===== config.mk =====
export PLATFORM = sky130hd
export DESIGN_NAME = collision_scanner
export DESIGN_NICKNAME = d
export VERILOG_FILES = /design/src/rtl/collision_scanner_pkg.sv /design/src/rtl/collision_scanner_aabb_overlap.sv /design/src/rtl/collision_scanner.sv
export SDC_FILE = /design/constraint.sdc
export NUM_CORES = 1
export LEC_CHECK = 0
export ABC_AREA = 1
export CAP_MARGIN = 40
export CORE_ASPECT_RATIO = 0.5
export CORE_UTILIZATION = 59
export CTS_BUF_LIST = sky130_fd_sc_hd__clkbuf_2 sky130_fd_sc_hd__clkbuf_4 sky130_fd_sc_hd__clkbuf_8
export DETAILED_ROUTE_END_ITERATION = 12
export PLACE_DENSITY = 0.89
export SYNTH_ARGS = -nofsm -noshare
export SYNTH_HDL_FRONTEND = slang
export SYNTH_SLANG_ARGS = --single-unit
export TNS_END_PERCENT = 1

===== constraint.sdc =====
create_clock -name clk -period 6.1 [get_ports clk]
set_clock_uncertainty 0.05 [all_clocks]
set_input_delay 1.22 -clock clk [delete_from_list [all_inputs] [get_ports clk]]
set_output_delay 1.22 -clock clk [all_outputs]
set_load 0.01 [all_outputs]

===== src/rtl/collision_scanner_pkg.sv =====
// -----------------------------------------------------------------------------
// collision_scanner_pkg
//   Shared definitions for the frog-vs-obstacle collision scanner:
//   default sprite/coordinate sizes, FSM state encoding and an index-width
//   helper used to size hit_index.
// -----------------------------------------------------------------------------
package collision_scanner_pkg;

    // Default sprite edge length (frog and cars), pixels.
    localparam int TILE_SIZE_DEF = 32;

    // Default coordinate width, pixels.
    localparam int COORD_W_DEF = 10;

    // Scan sequencer states.
    typedef enum logic [1:0] {
        S_IDLE = 2'd0,
        S_SCAN = 2'd1,
        S_DONE = 2'd2
    } state_t;

    // Width of a car index; never narrower than one bit, so a single-car
    // build still has a legal hit_index port.
    function automatic int idx_width(input int n);
        return (n > 1) ? $clog2(n) : 1;
    endfunction

endpackage


===== src/rtl/collision_scanner_aabb_overlap.sv =====
// -----------------------------------------------------------------------------
// aabb_overlap
//   Purely combinational strict axis-aligned box overlap test between the
//   frog sprite and one car sprite. Both boxes are TILE_SIZE x TILE_SIZE with
//   their top-left corner given. Touching edges do not count as overlap.
//
// Ports
//   fx, fy   in   COORD_W   frog top-left corner
//   cx, cy   in   COORD_W   car top-left corner
//   overlap  out  1         1 = the two boxes share interior area
// -----------------------------------------------------------------------------
module aabb_overlap #(
    parameter int COORD_W   = 10,
    parameter int TILE_SIZE = 32
) (
    input  logic [COORD_W-1:0] fx,
    input  logic [COORD_W-1:0] fy,
    input  logic [COORD_W-1:0] cx,
    input  logic [COORD_W-1:0] cy,
    output logic               overlap
);

    // One extra bit of headroom so that corner + TILE never wraps, e.g. a
    // frog at x=1000 still ends at 1032 rather than 8.
    localparam logic [COORD_W:0] TILE = (COORD_W + 1)'(TILE_SIZE);

    logic [COORD_W:0] fx_w;
    logic [COORD_W:0] fy_w;
    logic [COORD_W:0] cx_w;
    logic [COORD_W:0] cy_w;
    logic [COORD_W:0] fx_end;
    logic [COORD_W:0] fy_end;
    logic [COORD_W:0] cx_end;
    logic [COORD_W:0] cy_end;

    assign fx_w   = {1'b0, fx};
    assign fy_w   = {1'b0, fy};
    assign cx_w   = {1'b0, cx};
    assign cy_w   = {1'b0, cy};
    assign fx_end = fx_w + TILE;
    assign fy_end = fy_w + TILE;
    assign cx_end = cx_w + TILE;
    assign cy_end = cy_w + TILE;

    assign overlap = (fx_w < cx_end) && (cx_w < fx_end) &&
                     (fy_w < cy_end) && (cy_w < fy_end);

endmodule


===== src/rtl/collision_scanner.sv =====
// -----------------------------------------------------------------------------
// collision_scanner
//   Sequential frog-vs-obstacle collision checker. A one-cycle start
//   snapshots every coordinate, then one car is tested per clock. After the
//   last car the results are published together with a one-cycle done pulse.
//   Latency from the start edge to the done edge is NUM_CARS+1 cycles.
//
// Ports
//   clk              in   1                  system clock
//   rst_n            in   1                  asynchronous active-low reset
//   start            in   1                  snapshot-and-scan request (ignored while busy)
//   frog_x, frog_y   in   COORD_W            frog top-left corner
//   car_x_flat       in   NUM_CARS*COORD_W   car i x at [i*COORD_W +: COORD_W]
//   car_y_flat       in   NUM_CARS*COORD_W   car i y, same packing
//   car_active       in   NUM_CARS           1 = car i is on screen and checked
//   busy             out  1                  scan in progress
//   done             out  1                  one-cycle pulse: results updated
//   death_collision  out  1                  frog overlaps at least one active car
//   win_collision    out  1                  frog in goal row and not dead
//   hit_index        out  IDX_W              lowest colliding car index, 0 if none
// -----------------------------------------------------------------------------
module collision_scanner
    import collision_scanner_pkg::*;
#(
    parameter int NUM_CARS  = 8,
    parameter int COORD_W   = COORD_W_DEF,
    parameter int TILE_SIZE = TILE_SIZE_DEF,
    parameter int WIN_Y     = 0,
    parameter int IDX_W     = idx_width(NUM_CARS)
) (
    input  logic                        clk,
    input  logic                        rst_n,
    input  logic                        start,
    input  logic [COORD_W-1:0]          frog_x,
    input  logic [COORD_W-1:0]          frog_y,
    input  logic [NUM_CARS*COORD_W-1:0] car_x_flat,
    input  logic [NUM_CARS*COORD_W-1:0] car_y_flat,
    input  logic [NUM_CARS-1:0]         car_active,
    output logic                        busy,
    output logic                        done,
    output logic                        death_collision,
    output logic                        win_collision,
    output logic [IDX_W-1:0]            hit_index
);

    localparam logic [IDX_W-1:0]   LAST_IDX = IDX_W'(NUM_CARS - 1);
    localparam logic [COORD_W:0]   WIN_LIM  = (COORD_W + 1)'(WIN_Y);

    state_t state;
    state_t state_next;

    // Control strobes decoded from the current state.
    logic snap_load;
    logic scan_en;
    logic publish;

    // Snapshot of the frame's geometry.
    logic [COORD_W-1:0]  snap_fx;
    logic [COORD_W-1:0]  snap_fy;
    logic [COORD_W-1:0]  snap_cx [NUM_CARS];
    logic [COORD_W-1:0]  snap_cy [NUM_CARS];
    logic [NUM_CARS-1:0] snap_act;

    // Scan position and accumulators.
    logic [IDX_W-1:0] idx;
    logic             hit_flag;
    logic [IDX_W-1:0] first_idx;

    // Currently selected car and its test result.
    logic [COORD_W-1:0] cur_cx;
    logic [COORD_W-1:0] cur_cy;
    logic               cur_overlap;
    logic               car_hit;
    logic               win_raw;

    // -------------------------------------------------------------------------
    // Sequencer: state register
    // -------------------------------------------------------------------------
    // NOTE: every clocked block uses non-blocking assignments so all registers
    // sample the pre-edge values of each other, independent of block order.
    always_ff @(posedge clk or negedge rst_n) begin
        if (!rst_n) begin
            state <= S_IDLE;
        end else begin
            state <= state_next;
        end
    end

    // -------------------------------------------------------------------------
    // Sequencer: next state and strobes
    // -------------------------------------------------------------------------
    // NOTE: every signal driven here gets a default first, so no path through
    // the case statement leaves a value unassigned (which would infer a latch).
    always_comb begin
        state_next = state;
        snap_load  = 1'b0;
        scan_en    = 1'b0;
        publish    = 1'b0;
        case (state)
            S_IDLE: begin
                if (start) begin
                    snap_load  = 1'b1;
                    state_next = S_SCAN;
                end
            end
            S_SCAN: begin
                scan_en = 1'b1;
                if (idx == LAST_IDX) begin
                    state_next = S_DONE;
                end
            end
            S_DONE: begin
                publish    = 1'b1;
                state_next = S_IDLE;
            end
            default: begin
                state_next = S_IDLE;
            end
        endcase
    end

    // Start requests arriving in SCAN or DONE fall through the IDLE-only
    // accept above, so they are dropped rather than queued.
    assign busy = (state == S_SCAN) || (state == S_DONE);

    // -------------------------------------------------------------------------
    // Car selection and overlap test
    // -------------------------------------------------------------------------
    assign cur_cx = snap_cx[idx];
    assign cur_cy = snap_cy[idx];

    aabb_overlap #(
        .COORD_W   (COORD_W),
        .TILE_SIZE (TILE_SIZE)
    ) u_overlap (
        .fx      (snap_fx),
        .fy      (snap_fy),
        .cx      (cur_cx),
        .cy      (cur_cy),
        .overlap (cur_overlap)
    );

    // Inactive cars are masked here, so their coordinates never matter.
    assign car_hit = snap_act[idx] & cur_overlap;

    assign win_raw = ({1'b0, snap_fy} <= WIN_LIM);

    // -------------------------------------------------------------------------
    // Snapshot, scan accumulators and published results
    // -------------------------------------------------------------------------
    // NOTE: the snapshot arrays are only NUM_CARS entries of flops (not a RAM),
    // so they are cleared on reset like any other register; this keeps the
    // post-reset state fully defined at negligible cost.
    always_ff @(posedge clk or negedge rst_n) begin
        if (!rst_n) begin
            snap_fx         <= '0;
            snap_fy         <= '0;
            snap_act        <= '0;
            for (int i = 0; i < NUM_CARS; i++) begin
                snap_cx[i] <= '0;
                snap_cy[i] <= '0;
            end
            idx             <= '0;
            hit_flag        <= 1'b0;
            first_idx       <= '0;
            done            <= 1'b0;
            death_collision <= 1'b0;
            win_collision   <= 1'b0;
            hit_index       <= '0;
        end else begin
            done <= publish;

            if (snap_load) begin
                snap_fx  <= frog_x;
                snap_fy  <= frog_y;
                snap_act <= car_active;
                for (int i = 0; i < NUM_CARS; i++) begin
                    snap_cx[i] <= car_x_flat[i*COORD_W +: COORD_W];
                    snap_cy[i] <= car_y_flat[i*COORD_W +: COORD_W];
                end
                idx       <= '0;
                hit_flag  <= 1'b0;
                first_idx <= '0;
            end

            if (scan_en) begin
                // Cars are visited in ascending order, so the first hit seen
                // is the lowest index; later hits only keep the flag set.
                if (car_hit) begin
                    hit_flag <= 1'b1;
                    if (!hit_flag) begin
                        first_idx <= idx;
                    end
                end
                idx <= idx + IDX_W'(1);
            end

            if (publish) begin
                death_collision <= hit_flag;
                win_collision   <= win_raw & ~hit_flag;
                hit_index       <= first_idx;
            end
        end
    end

endmodule

==> metrics.csv <==
metric;value;unit
die_height;96.2;um
row_count;34;
dr.pass1.iters;5;
finalCriticalPeriod;3750;ps
netlist.area_leader.share;0.485;
route.met3.wl;2360;um
root_buffer;clkbuf_8;
fill_cells;1254;
hold_start;snap_cy[13];
startpoint;idx[0];
p_leak;6.73;nW
netlist_instances;1399;
drt-total-wl;29200;um
synth_cell_type_count;33;
worst_pin_slew;904;ps
die_x;190;um
rr_startpoint;idx[0];
clk_pin_slew_worst_paths;70;ps
crit_arrival;4170;ps
start_util;0.604;
dieArea;0.0183;mm^2
pin_count;198;
cts_inserted_buffers;29;
slowest_stage;o21ai_0;
path_cells;inv_2 > o21ai_0 > o22ai_1 > inv_1 > o21ai_0 > ha_1 > nand2_1 > inv_1 > o21ai_1 > nand2_1 > nand2_1 > nand2_1 > nand2_1 > inv_1 > nor2_1 > nand4_1 > nand2_1 > nand2_1;
netSwitchingFraction;0.446;
irDropWorstVdd;0.245;mV
status;completed;
postPlaceCellArea;0.0126;mm^2
post_cts_buffers;0;
p_switching;3.19;mW
clock_power_share;0.173;
antenna_left;0;
hold_violations;0;
tritoncts;done;
critPathTopFamily;compound AO/OA/AOI/OAI gates;
synth_commonest_cells;577 x nand2_1, 203 x dfrtp_1, 134 x o21ai_0;
wl_met2;13700;um
cp.buffers_inverters;4;
htree_levels;1;
synth_ff_type;dfrtp_1;
hpwlAfterDp;19800;um
maxCapViolations;0;
drcViolationCount;0;
rsz0062_at_grt;false;
vias_per_cell;5.44;
yosys_warnings;0;
slew_violations;0;
utilization;0.764;
syn-num-nets;1634;
synth_seq_cells;203;
gp_congestion;0.888;
seq_power_share;0.325;
met1_length;12100;um
clock_path_buffers;3;
cts_resized;0;
grt_pass1_vias;9675;
portBuffers;197;
p_per_area;540;mW/mm^2
end_kind;register;
via_count;9905;
synthArstFlopShare;1.00;
drive_gt1_frac;0.0497;
p_comb_frac;0.501;
final_area;0.0133;mm^2
worst_setup_path_start_kind;register;
layout.nets;1802;
core-area;0.0174;mm^2
fin_setup_tns;0;ps
gr-total-overflow;0;
worstSkewPairLatency;580;ps
p_int;3.97;mW
critical_path_class;reg -> reg;
wl_per_cell;16.0;um
fmax;0.267;GHz
slowest_delay;680;ps
crit_required;6520;ps
cts.sinks;203;
holdBufCountCts;0;
relSlewSlack;0.397;
r2r_slack;2350;ps
finalCritPeriodShare;0.615;
area_growth;26.6;%
min_path_type;reg -> reg;
syn_area_per_cell;7.49;um^2
syn_area;0.0105;mm^2
top_layer;met4;
grt_max_degree;135;
ys_seq_area_frac;0.485;
drtIter0Drc;893;
antenna_found_initial;0;
synthTopCellsByArea;dfrtp_1 48%, nand2_1 21%, o21ai_0 6.4%, ha_1 5.3%, inv_1 4.6%;
diodes;0;
synth_edf_count;0;
final-setup-viol-count;0;
cp_common_cell;nand2_1;
grtUsageTotal;0.322;
crit_path_max_fanout;54;
yosysMostFrequentCell;nand2_1;
yosysTopAreaCell;dfrtp_1;
grt_pass1_wl;45900;um
kinds of logic after synthesis:
family | count (synthesis) | share of synthesized area
flops | 203 | 0.485
xor+xnor | 11 | 0.00920
simple gates | 751 | 0.282
buf+inv | 206 | 0.0791
fa+ha+maj | 44 | 0.0526
compound gates | 184 | 0.0922
worst reg2reg max path, delay by kind of cell (launching register included):
family	cells	cell delay [ps]
flip-flops	1	490
AND/OR/NAND/NOR	9	770
buffers and inverters	4	860
adder cells (fa/ha/maj)	1	380
AO/OA/AOI/OAI	4	1110
metal layers:
| metal | vias to the layer above | GRT usage |
|---|---|---|
| li1 | 4704 | - |
| met1 | 4718 | 0.411 |
| met2 | 399 | 0.546 |
| met3 | 84 | 0.0660 |
| met4 | 0 | 0.130 |
| met5 | - | 0 |
flip-flops by register name, summed over array words and instances, names as in the netlist:
name	flops
snap_cx	80
death_collision	1
snap_fy	10
snap_cy	80
snap_fx	10
first_idx	3
hit_index	3
hit_flag	1
snap_act	8
done	1
win_collision	1
idx	3
state	2
layout make-up:
class                      instances  area, um^2  area share
clock buffer                      45         551      0.0415
clock inverter                     7         116     0.00878
inverter                         132         500      0.0377
multi-input combinational        990        4570       0.345
sequential                       203        5080       0.383
tap                              234         293      0.0221
timing repair buffer             211        2140       0.161
power by group through the flow:
stage | sequential, mW | clock, mW | combinational (mW)
after detailed placement | 2.33 | 0 | 3.50
after CTS | 2.31 | 1.25 | 3.56
after global placement | 2.30 | 0 | 3.31
after global routing | 2.38 | 1.31 | 4.09
after floorplan | 2.23 | 0 | 2.54
final | 2.33 | 1.24 | 3.59
through the flow:
step	power (mW)	hold slack (ps)	setup WS, ps	instances
final	7.17	429	2350	1822
after detailed placement	5.83	410	2410	1770
after global routing	7.78	447	2020	1822
after floorplan	4.77	394	3230	1399
after CTS	7.13	428	2360	1822
after global placement	5.61	407	2390	1766
worst paths after layout:
check / cells past startpoint / endpoint
min in group asynchronous: 1 / snap_fx[7]
max: 18 / first_idx[1]
min reg2reg: 2 / snap_cy[13]
max reg2reg: 18 / first_idx[1]
min: 2 / snap_cy[13]
max in group asynchronous: 2 / idx[0]
placed cells by master, fill, tap and decap left out, drive strengths merged:
cell type	instances
nand2	577
dfrtp	203
clkdlybuf4s50	196
o21ai	145
inv	132
nor2	98
nand3	61
clkbuf	46
ha	44
o22ai	17
a21oi	15
buf	14
xor2	9
nand4	7
nor4	5
clkinv	4
a211oi	3
bufinv	3
xnor2	2
nor3	2
a21boi	1
a21o	1
nor3b	1
o21bai	1
a32o	1
Power figures use the tool's default switching activity.
